[src/rtl/smg_pkg.sv]
// Shared constants for the seven-segment scanner: active-high glyphs (bit0=a .. bit6=g) and FSM states.
// The A-F hex glyphs exist only when SMG_HEX_EN is defined.
package smg_pkg;

  localparam int NIB_W = 4;

  typedef enum logic [1:0] {
    ST_IDLE  = 2'd0,
    ST_SHIFT = 2'd1,
    ST_LATCH = 2'd2
  } conv_state_e;

  localparam logic [6:0] GLYPH_0     = 7'h3F;
  localparam logic [6:0] GLYPH_1     = 7'h06;
  localparam logic [6:0] GLYPH_2     = 7'h5B;
  localparam logic [6:0] GLYPH_3     = 7'h4F;
  localparam logic [6:0] GLYPH_4     = 7'h66;
  localparam logic [6:0] GLYPH_5     = 7'h6D;
  localparam logic [6:0] GLYPH_6     = 7'h7D;
  localparam logic [6:0] GLYPH_7     = 7'h07;
  localparam logic [6:0] GLYPH_8     = 7'h7F;
  localparam logic [6:0] GLYPH_9     = 7'h6F;
  localparam logic [6:0] GLYPH_A     = 7'h77;
  localparam logic [6:0] GLYPH_B     = 7'h7C;
  localparam logic [6:0] GLYPH_C     = 7'h39;
  localparam logic [6:0] GLYPH_D     = 7'h5E;
  localparam logic [6:0] GLYPH_E     = 7'h79;
  localparam logic [6:0] GLYPH_F     = 7'h71;
  localparam logic [6:0] GLYPH_DASH  = 7'h40;
  localparam logic [6:0] GLYPH_BLANK = 7'h00;

  function automatic logic [6:0] glyph(input logic [NIB_W-1:0] nib);
    logic [6:0] g;
    case (nib)
      4'd0:    g = GLYPH_0;
      4'd1:    g = GLYPH_1;
      4'd2:    g = GLYPH_2;
      4'd3:    g = GLYPH_3;
      4'd4:    g = GLYPH_4;
      4'd5:    g = GLYPH_5;
      4'd6:    g = GLYPH_6;
      4'd7:    g = GLYPH_7;
      4'd8:    g = GLYPH_8;
      4'd9:    g = GLYPH_9;
`ifdef SMG_HEX_EN
      4'd10:   g = GLYPH_A;
      4'd11:   g = GLYPH_B;
      4'd12:   g = GLYPH_C;
      4'd13:   g = GLYPH_D;
      4'd14:   g = GLYPH_E;
      4'd15:   g = GLYPH_F;
`endif
      default: g = GLYPH_BLANK;
    endcase
    return g;
  endfunction

endpackage

[src/rtl/smg_bin2bcd.sv]
// Serial double-dabble converter: start in IDLE, BIN_W shift cycles, done pulses for one LATCH cycle.
// state | meaning:  IDLE | waiting for start;  SHIFT | add-3 then shift one bit;  LATCH | bcd_o valid, done_o high
module smg_bin2bcd
  import smg_pkg::*;
#(
  parameter int DIGITS = 4,
  parameter int BIN_W  = 14
) (
  input  logic                        clk_i,
  input  logic                        rst_i,
  input  logic                        start_i,
  input  logic [BIN_W-1:0]            bin_i,
  output logic                        busy_o,
  output logic                        done_o,
  output logic                        ovf_o,
  output logic [NIB_W*(DIGITS+1)-1:0] bcd_o
);

  localparam int BCD_W = NIB_W * (DIGITS + 1);
  localparam int CNT_W = $clog2(BIN_W + 1);
  localparam longint unsigned LIMIT = 64'(10 ** DIGITS);

  conv_state_e        state_q, state_d;
  logic [CNT_W-1:0]   cnt_q, cnt_d;
  logic [BIN_W-1:0]   bin_q, bin_d;
  logic [BCD_W-1:0]   bcd_q, bcd_d;
  logic               ovf_q, ovf_d;
  logic [BCD_W-1:0]   adj;

  always_ff @(posedge clk_i) begin
    if (rst_i) begin
      state_q <= ST_IDLE;
      cnt_q   <= '0;
      bin_q   <= '0;
      bcd_q   <= '0;
      ovf_q   <= 1'b0;
    end else begin
      state_q <= state_d;
      cnt_q   <= cnt_d;
      bin_q   <= bin_d;
      bcd_q   <= bcd_d;
      ovf_q   <= ovf_d;
    end
  end

  always_comb begin
    state_d = state_q;
    cnt_d   = cnt_q;
    bin_d   = bin_q;
    bcd_d   = bcd_q;
    ovf_d   = ovf_q;
    adj     = bcd_q;
    case (state_q)
      ST_IDLE: begin
        if (start_i) begin
          bin_d   = bin_i;
          bcd_d   = '0;
          ovf_d   = (64'(bin_i) >= LIMIT);
          cnt_d   = CNT_W'(BIN_W - 1);
          state_d = ST_SHIFT;
        end
      end
      ST_SHIFT: begin
        for (int i = 0; i < DIGITS + 1; i++) begin
          if (adj[i*NIB_W +: NIB_W] >= NIB_W'(5))
            adj[i*NIB_W +: NIB_W] = adj[i*NIB_W +: NIB_W] + NIB_W'(3);
        end
        // The extra top nibble absorbs out-of-range values; its carry-out is dropped
        bcd_d = BCD_W'({adj, bin_q[BIN_W-1]});
        bin_d = bin_q << 1;
        if (cnt_q == '0) state_d = ST_LATCH;
        else             cnt_d   = cnt_q - CNT_W'(1);
      end
      ST_LATCH: state_d = ST_IDLE;
      default:  state_d = ST_IDLE;
    endcase
  end

  assign busy_o = (state_q != ST_IDLE);
  assign done_o = (state_q == ST_LATCH);
  assign ovf_o  = ovf_q;
  assign bcd_o  = bcd_q;

endmodule

[src/rtl/smg_scan_bcd.sv]
// Binary-to-BCD seven-segment scanner with leading-zero blanking, decimal points and overflow dashes.
// Define SMG_HEX_EN to allow raw-hex loads (hex_mode_i) and the A-F glyphs.
module smg_scan_bcd
  import smg_pkg::*;
#(
  parameter int DIGITS      = 4,
  parameter int BIN_W       = 14,
  parameter int SCAN_DIV    = 50000,
  parameter int SEG_ACT_LOW = 1,
  parameter int WEI_ACT_LOW = 1
) (
  input  logic              clk_i,
  input  logic              rst_i,
  input  logic [BIN_W-1:0]  val_in_i,
  input  logic              val_load_i,
  input  logic [DIGITS-1:0] dp_sel_i,
  input  logic              blank_lz_i,
  input  logic              hex_mode_i,
  output logic              busy_o,
  output logic              ovf_o,
  output logic [6:0]        smg_duan_o,
  output logic [DIGITS-1:0] smg_wei_o,
  output logic              dp_o
);

  localparam int   DISP_W   = NIB_W * DIGITS;
  localparam int   IDX_W    = (DIGITS > 1) ? $clog2(DIGITS) : 1;
  localparam int   SCAN_W   = $clog2(SCAN_DIV);
  localparam logic SEG_LOW  = (SEG_ACT_LOW != 0);
  localparam logic WEI_LOW  = (WEI_ACT_LOW != 0);

  logic                        conv_start, conv_busy, conv_done, conv_ovf;
  logic [NIB_W*(DIGITS+1)-1:0] conv_bcd;
  logic                        hex_load;

  logic [DISP_W-1:0] disp_q, disp_d;
  logic              ovf_q, ovf_d;
  logic [SCAN_W-1:0] scan_cnt_q, scan_cnt_d;
  logic [IDX_W-1:0]  idx_q, idx_d;
  logic [6:0]        duan_q, duan_d;
  logic [DIGITS-1:0] wei_q, wei_d;
  logic              dp_q, dp_d;

  logic [DIGITS-1:0] blank;
  logic              lz_run;
  logic [NIB_W-1:0]  nib;
  logic [6:0]        seg;
  logic              dp_on;
  logic [DIGITS-1:0] wei_on;

`ifdef SMG_HEX_EN
  logic [DISP_W-1:0] hex_val;
  logic [NIB_W-1:0]  unused_bcd_top;
  assign hex_load       = val_load_i & hex_mode_i & ~conv_busy;
  assign unused_bcd_top = conv_bcd[NIB_W*(DIGITS+1)-1 -: NIB_W];
  if (BIN_W >= DISP_W) begin : g_hex_trunc
    assign hex_val = val_in_i[DISP_W-1:0];
  end else begin : g_hex_pad
    assign hex_val = {{(DISP_W-BIN_W){1'b0}}, val_in_i};
  end
`else
  logic [NIB_W:0] unused_bits;
  assign hex_load    = 1'b0;
  assign unused_bits = {conv_bcd[NIB_W*(DIGITS+1)-1 -: NIB_W], hex_mode_i};
`endif

  assign conv_start = val_load_i & ~hex_load;

  smg_bin2bcd #(
    .DIGITS (DIGITS),
    .BIN_W  (BIN_W)
  ) u_bin2bcd (
    .clk_i   (clk_i),
    .rst_i   (rst_i),
    .start_i (conv_start),
    .bin_i   (val_in_i),
    .busy_o  (conv_busy),
    .done_o  (conv_done),
    .ovf_o   (conv_ovf),
    .bcd_o   (conv_bcd)
  );

  always_comb begin
    disp_d = disp_q;
    ovf_d  = ovf_q;
    if (conv_done) begin
      disp_d = conv_bcd[DISP_W-1:0];
      ovf_d  = conv_ovf;
    end
`ifdef SMG_HEX_EN
    else if (hex_load) begin
      disp_d = hex_val;
      ovf_d  = 1'b0;
    end
`endif
  end

  // Leading-zero run from the MSB; a set dp bit ends the run so "0." stays visible
  always_comb begin
    blank  = '0;
    lz_run = blank_lz_i;
    for (int i = DIGITS - 1; i > 0; i--) begin
      if (lz_run && (disp_q[i*NIB_W +: NIB_W] == '0) && !dp_sel_i[i]) blank[i] = 1'b1;
      else                                                             lz_run   = 1'b0;
    end
  end

  always_comb begin
    scan_cnt_d = scan_cnt_q + SCAN_W'(1);
    idx_d      = idx_q;
    if (scan_cnt_q == SCAN_W'(SCAN_DIV - 1)) begin
      scan_cnt_d = '0;
      idx_d      = (idx_q == IDX_W'(DIGITS - 1)) ? '0 : idx_q + IDX_W'(1);
    end
    nib = disp_q[idx_d*NIB_W +: NIB_W];
    if (ovf_q)             seg = GLYPH_DASH;
    else if (blank[idx_d]) seg = GLYPH_BLANK;
    else                   seg = glyph(nib);
    dp_on         = dp_sel_i[idx_d] & (ovf_q | ~blank[idx_d]);
    wei_on        = '0;
    wei_on[idx_d] = 1'b1;
    duan_d = seg ^ {7{SEG_LOW}};
    dp_d   = dp_on ^ SEG_LOW;
    wei_d  = wei_on ^ {DIGITS{WEI_LOW}};
  end

  always_ff @(posedge clk_i) begin
    if (rst_i) begin
      disp_q     <= '0;
      ovf_q      <= 1'b0;
      scan_cnt_q <= '0;
      idx_q      <= '0;
      duan_q     <= {7{SEG_LOW}};
      dp_q       <= SEG_LOW;
      wei_q      <= {DIGITS{WEI_LOW}};
    end else begin
      disp_q     <= disp_d;
      ovf_q      <= ovf_d;
      scan_cnt_q <= scan_cnt_d;
      idx_q      <= idx_d;
      duan_q     <= duan_d;
      dp_q       <= dp_d;
      wei_q      <= wei_d;
    end
  end

  assign busy_o     = conv_busy;
  assign ovf_o      = ovf_q;
  assign smg_duan_o = duan_q;
  assign smg_wei_o  = wei_q;
  assign dp_o       = dp_q;

endmodule

[config.mk]
export PLATFORM = sky130hd
export DESIGN_NAME = smg_scan_bcd
export DESIGN_NICKNAME = d
export VERILOG_FILES = /design/src/rtl/smg_pkg.sv /design/src/rtl/smg_bin2bcd.sv /design/src/rtl/smg_scan_bcd.sv
export SDC_FILE = /design/constraint.sdc
export NUM_CORES = 1
export LEC_CHECK = 0
export ABC_AREA = 0
export CAP_MARGIN = 15
export CORE_ASPECT_RATIO = 1.4
export CORE_MARGIN = 5
export CORE_UTILIZATION = 30
export CTS_CLUSTER_DIAMETER = 150
export DETAILED_ROUTE_END_ITERATION = 10
export PLACE_DENSITY = 0.54
export SLEW_MARGIN = 20
export SYNTH_ARGS = -nofsm -noshare
export SYNTH_HDL_FRONTEND = slang
export SYNTH_HIERARCHICAL = 1
export SYNTH_SLANG_ARGS = --single-unit
[constraint.sdc]
create_clock -name clk_i -period 7.65 [get_ports clk_i]
set_input_delay 2.295 -clock clk_i [delete_from_list [all_inputs] [get_ports clk_i]]
set_output_delay 2.295 -clock clk_i [all_outputs]
set_load 0.1 [all_outputs]
After elaboration in Yosys (flattened, before gate mapping):

Memory sizes are Yosys's and may differ from the RTL's.
Cells that the tools add are included.

* bits in read-only memories: 112
* memories kept: 1
* output and inout bits: 14
* input port bits: 23
* bits in registers: 88
* word-level logic and storage cells: 95

Memories
* (no name shown): depth 16, bits a word 7, read ports 1, clocked after Yosys merged registers in 0, write ports 0, RTL line smg_pkg.sv:34 `case (nib)`

* add/sub/neg operators: 8
* shift-type cells: 1
* reductions and logical operators: 22
* order comparisons: 8
* bitwise logic cells: 6
* equal/unequal tests: 7
* muxes and demuxes: 30

Operator list (number)
* case mux 20 bit (2 select lines): 1
* case mux 14 bit (2 select lines): 1
* two-way mux 4 bit: 6
* greater-or-equal comparator 4 x 3 -> 1 bit, second input constant: 5
* two-way mux 20 bit: 1
* adder 16 x 1 -> 16 bit, second input constant: 1
* adder 4 x 2 -> 4 bit, second input constant: 4
* equality test 16 bit, second input constant: 1
* zero test 4 bit: 4
* indexed part select 16 x 5 -> 4 bit: 1
* greater-or-equal comparator 14 bit, second input constant: 1
* two-way mux 14 bit: 1
* two-way mux 7 bit: 2
* two-way mux 1 bit: 8
* two-way mux 2 bit: 4
* case mux 4 bit (2 select lines): 1
* logical AND 1 bit: 7
* NOT 7 bit: 1
* AND reduction 2 bit: 3
* binary-select mux 1 bit (select 2 bit): 2
* equality test 2 bit, second input constant: 2
* != test 2 bit, second input constant: 2
* NOT 4 bit: 1
* case mux 2 bit (2 select lines): 1
* other kinds (17): 21

Longest topological paths before layout:

* depth after elaboration: 16
* depth in mapped cells: 12

Modules after synthesis:

The synthesis kept the hierarchy.

By module, submodules not included
* smg_scan_bcd: times used 1, area each 2147.1 um2, cells each 226, sequential area each 940.9 um2
* smg_bin2bcd: times used 1, area each 2107.0 um2, cells each 267, sequential area each 820.8 um2

Least setup slack after synthesis:

No wires, ideal clock.

* kind: in2reg
* from: in dp_sel_i[3]
* to: reg duan_q[6] (netlist: smg_duan_o[6])
* arrival time: 3.558 ns
* stages: 6
* required time: 7.564 ns
* slack: 4.007 ns
* cell sequence: or4b_2 > nor3_1 > o211ai_1 > nand2_1 > nor2_1 > a211oi_1

* longest elaborated chain between the ends: 14
* elaborated cells on any way between the ends: 16
* those cells by class: mux (9); bitwise (1); reduce/logical (6)

Ends and longest elaborated chain
* start: declaration: RTL line smg_scan_bcd.sv:16 `input logic [DIGITS-1:0] dp_sel_i,`
* zero test 1 bit (*): RTL line smg_scan_bcd.sv:103 `if (lz_run && (disp_q[i*NIB_W +: NIB_W] == '0) && !dp_sel_i[i]) blank[i] = 1'b1;`
* logical AND 1 bit (*): RTL line smg_scan_bcd.sv:103
* two-way mux 1 bit: RTL line smg_scan_bcd.sv:103
* logical AND 1 bit (2 in a row): RTL line smg_scan_bcd.sv:103
* two-way mux 1 bit: RTL line smg_scan_bcd.sv:103
* logical AND 1 bit (2 in a row): RTL line smg_scan_bcd.sv:103
* two-way mux 1 bit: RTL line smg_scan_bcd.sv:103
* binary-select mux 1 bit (select 2 bit) (*): RTL line smg_scan_bcd.sv:117 `else if (blank[idx_d]) seg = GLYPH_BLANK;`
* two-way mux 1 bit (implied by the code) (*): RTL line smg_scan_bcd.sv:117
* two-way mux 7 bit (*): RTL line smg_scan_bcd.sv:117
* two-way mux 7 bit (*): RTL line smg_scan_bcd.sv:116 `if (ovf_q) seg = GLYPH_DASH;`
* NOT 7 bit (no line) (*)
* end signal: assignment: RTL line smg_scan_bcd.sv:133 `duan_q <= {7{SEG_LOW}};`
* end signal: assignment: RTL line smg_scan_bcd.sv:141 `duan_q <= duan_d;`
* end: declaration: RTL line smg_scan_bcd.sv:40 `logic [6:0] duan_q, duan_d;`

Every way passes the cells marked *; elsewhere a longest branch is shown, timed or not. The select of a mux whose other input is x is not followed.
A chain may end at the register's enable or synchronous reset.

Worst setup path in the final report:

* from: reg u_bin2bcd.state_q[0]
* to: out busy_o

* longest elaborated chain between the ends: 1

Ends and longest elaborated chain
* start: declaration: RTL line smg_bin2bcd.sv:23 `conv_state_e state_q, state_d;`
* start signal: assignment: RTL line smg_bin2bcd.sv:38 `state_q <= state_d;`
* nonzero test 2 bit: RTL line smg_bin2bcd.sv:79 `assign busy_o = (state_q != ST_IDLE);`
* end: declaration: RTL line smg_scan_bcd.sv:19 `output logic busy_o,`

No other way between the ends.

==> flow_summary.ini <==
[sta]
rsz0062_at_grt = false
hold_viol = 0
relSlewSlack_pct = 35.0
finalCritPeriodShare_pct = 64.7
setup_viol = 0
finalMaxSlewViolations = 0
tns_ns = 0
fmax_mhz = 202
fin_skew_ns = 0.00622
worst_pin_slew_ns = 0.972
fin_crit_ns = 4.95
fin_ws_ns = 2.70

[synthesis]
yosysWarnings = 6
synth_area_sq_um = 4050
syn_inst = 471
synth_area_per_cell_sq_um = 8.59
syn-num-nets = 510

[placement]
gp_congestion = 0.805
hpwl_mm = 6.01
placement.cell_area_sq_um = 4540
pre_cts_slack_ns = 2.79
port_buffers = 35

[routing]
drt_iter0_markers = 154
wl_per_cell_microns = 12.5
route.detailed.drc = 0
firstDrtPassIters = 4
num_vias = 3262
wirelength_mm = 8.49
avgViaCountPerCell = 4.78
ant_nets = 0

[final_layout]
antenna_cells = 0
synthToLayoutAreaGrowth_pct = 20.4
layout_commonest_cell = nor2_1
finish.utilization_pct = 36.6
final_cell_mix = nor2_1 (93), dfxtp_1 (84), clkdlybuf4s50_1 (34)
drive_gt1_share_pct = 7.40
finalNetCount = 534
fin_area_sq_um = 4870

[floorplan]
dieHeight_microns = 147
design.core.area_sq_um = 13300
start_util_pct = 30.4
pin_count = 37
die-area_sq_um = 15900
placementRows = 50
die_w_microns = 108

[clocking]
numCtsBuffers = 9
cts.path.max_buffers = 2
cts_tree = done
cts_num_sinks = 84
post_cts_resized = 0
clkSlewWorstSetupHoldPaths_ns = 0.06
cts_setup_buffers = 0
htree_levels = 3
postCtsHoldBufs = 0
insertion_delay_ns = 0.33
cts_root_buf = clkbuf_16

[global_routing]
antenna_found_initial = 0
grt_start_max_net_pins = 55
grt-ovfl-total = 0
grt_pass1_vias = 3133
grt_pass1_wl_mm = 14.7
grt_usage_pct = 11.3

[worst_setup_path]
start_kind = flip-flop
end_kind = output pin
worst-path-max-fanout = 31
arrival_ns = 2.66
cp.required_ns = 5.36
crit_type = reg -> out

[status]
outcome = completed

[power]
powerDensity_nw_per_um2 = 216
p_leak_nw = 1.87
ir_drop_v = 0.000108

[min_path]
holdCritPathClass = reg -> reg

[flow_run]
cap_violations = 0
[path summary, 6_finish.rpt]
kind | slack, ns | end | cells after the start | startpoint
setup / recovery | 2.70 | busy_o | 2 | u_bin2bcd/state_q[0]
hold / removal | 0.45 | scan_cnt_q[0] | 1 | scan_cnt_q[0]
setup reg to reg | 4.39 | smg_duan_o[5] | 9 | scan_cnt_q[5]
hold reg to reg | 0.45 | scan_cnt_q[0] | 1 | scan_cnt_q[0]
[power by group]
| part | switching [mW] | internal (mW) | total [mW] |
|---|---|---|---|
| logic | 0.0711 | 0.0438 | 0.115 |
| registers | 0.0151 | 0.455 | 0.470 |
| clock network | 0.173 | 0.296 | 0.469 |
| total | 0.260 | 0.795 | 1.05 |
[through the flow]
step           total power [mW]  hold WS (ns)  cells
2_1_floorplan             0.563         0.418    471
6_report                   1.05         0.454    682
4_1_cts                    1.07         0.453    682
3_3_place_gp              0.593         0.430    666
3_5_place_dp              0.595         0.440    666
5_1_grt                    1.11         0.497    682
[sequential cells by signal (all words and copies together) (netlist names)]
register,cells
u_bin2bcd/bcd_o,16
ovf_o,1
u_bin2bcd/state_q,2
u_bin2bcd/cnt_q,4
smg_wei_o,4
scan_cnt_q,16
u_bin2bcd/ovf_o,1
smg_duan_o,7
idx_q,2
disp_q,16
dp_o,1
u_bin2bcd/bin_q,14
[per-layer routing]
metal,up-vias,track usage (%),part of all wire [%]
li1,1674,-,-
met1,1520,14.7,47
met2,57,18.0,47
met3,11,2.93,4.3
met4,0,4.17,1.6
met5,-,0,0
[area by class of cell]
type	count	area, sq um
Timing Repair Buffer	37	360
Tap cell	182	228
Clock buffer	11	243
Fill cell	1365	8450
Clock inverter	5	85.1
Sequential cell	84	1680
Multi-Input combinational cell	346	2210
Inverter	17	63.8
[worst max-delay path, cell delays in order (launching register included)]
cell	delay, ns
dfxtp_1	0.93
or2_2	0.25
clkdlybuf4s50_1	1.13
(Power assumes the default switching activity.)
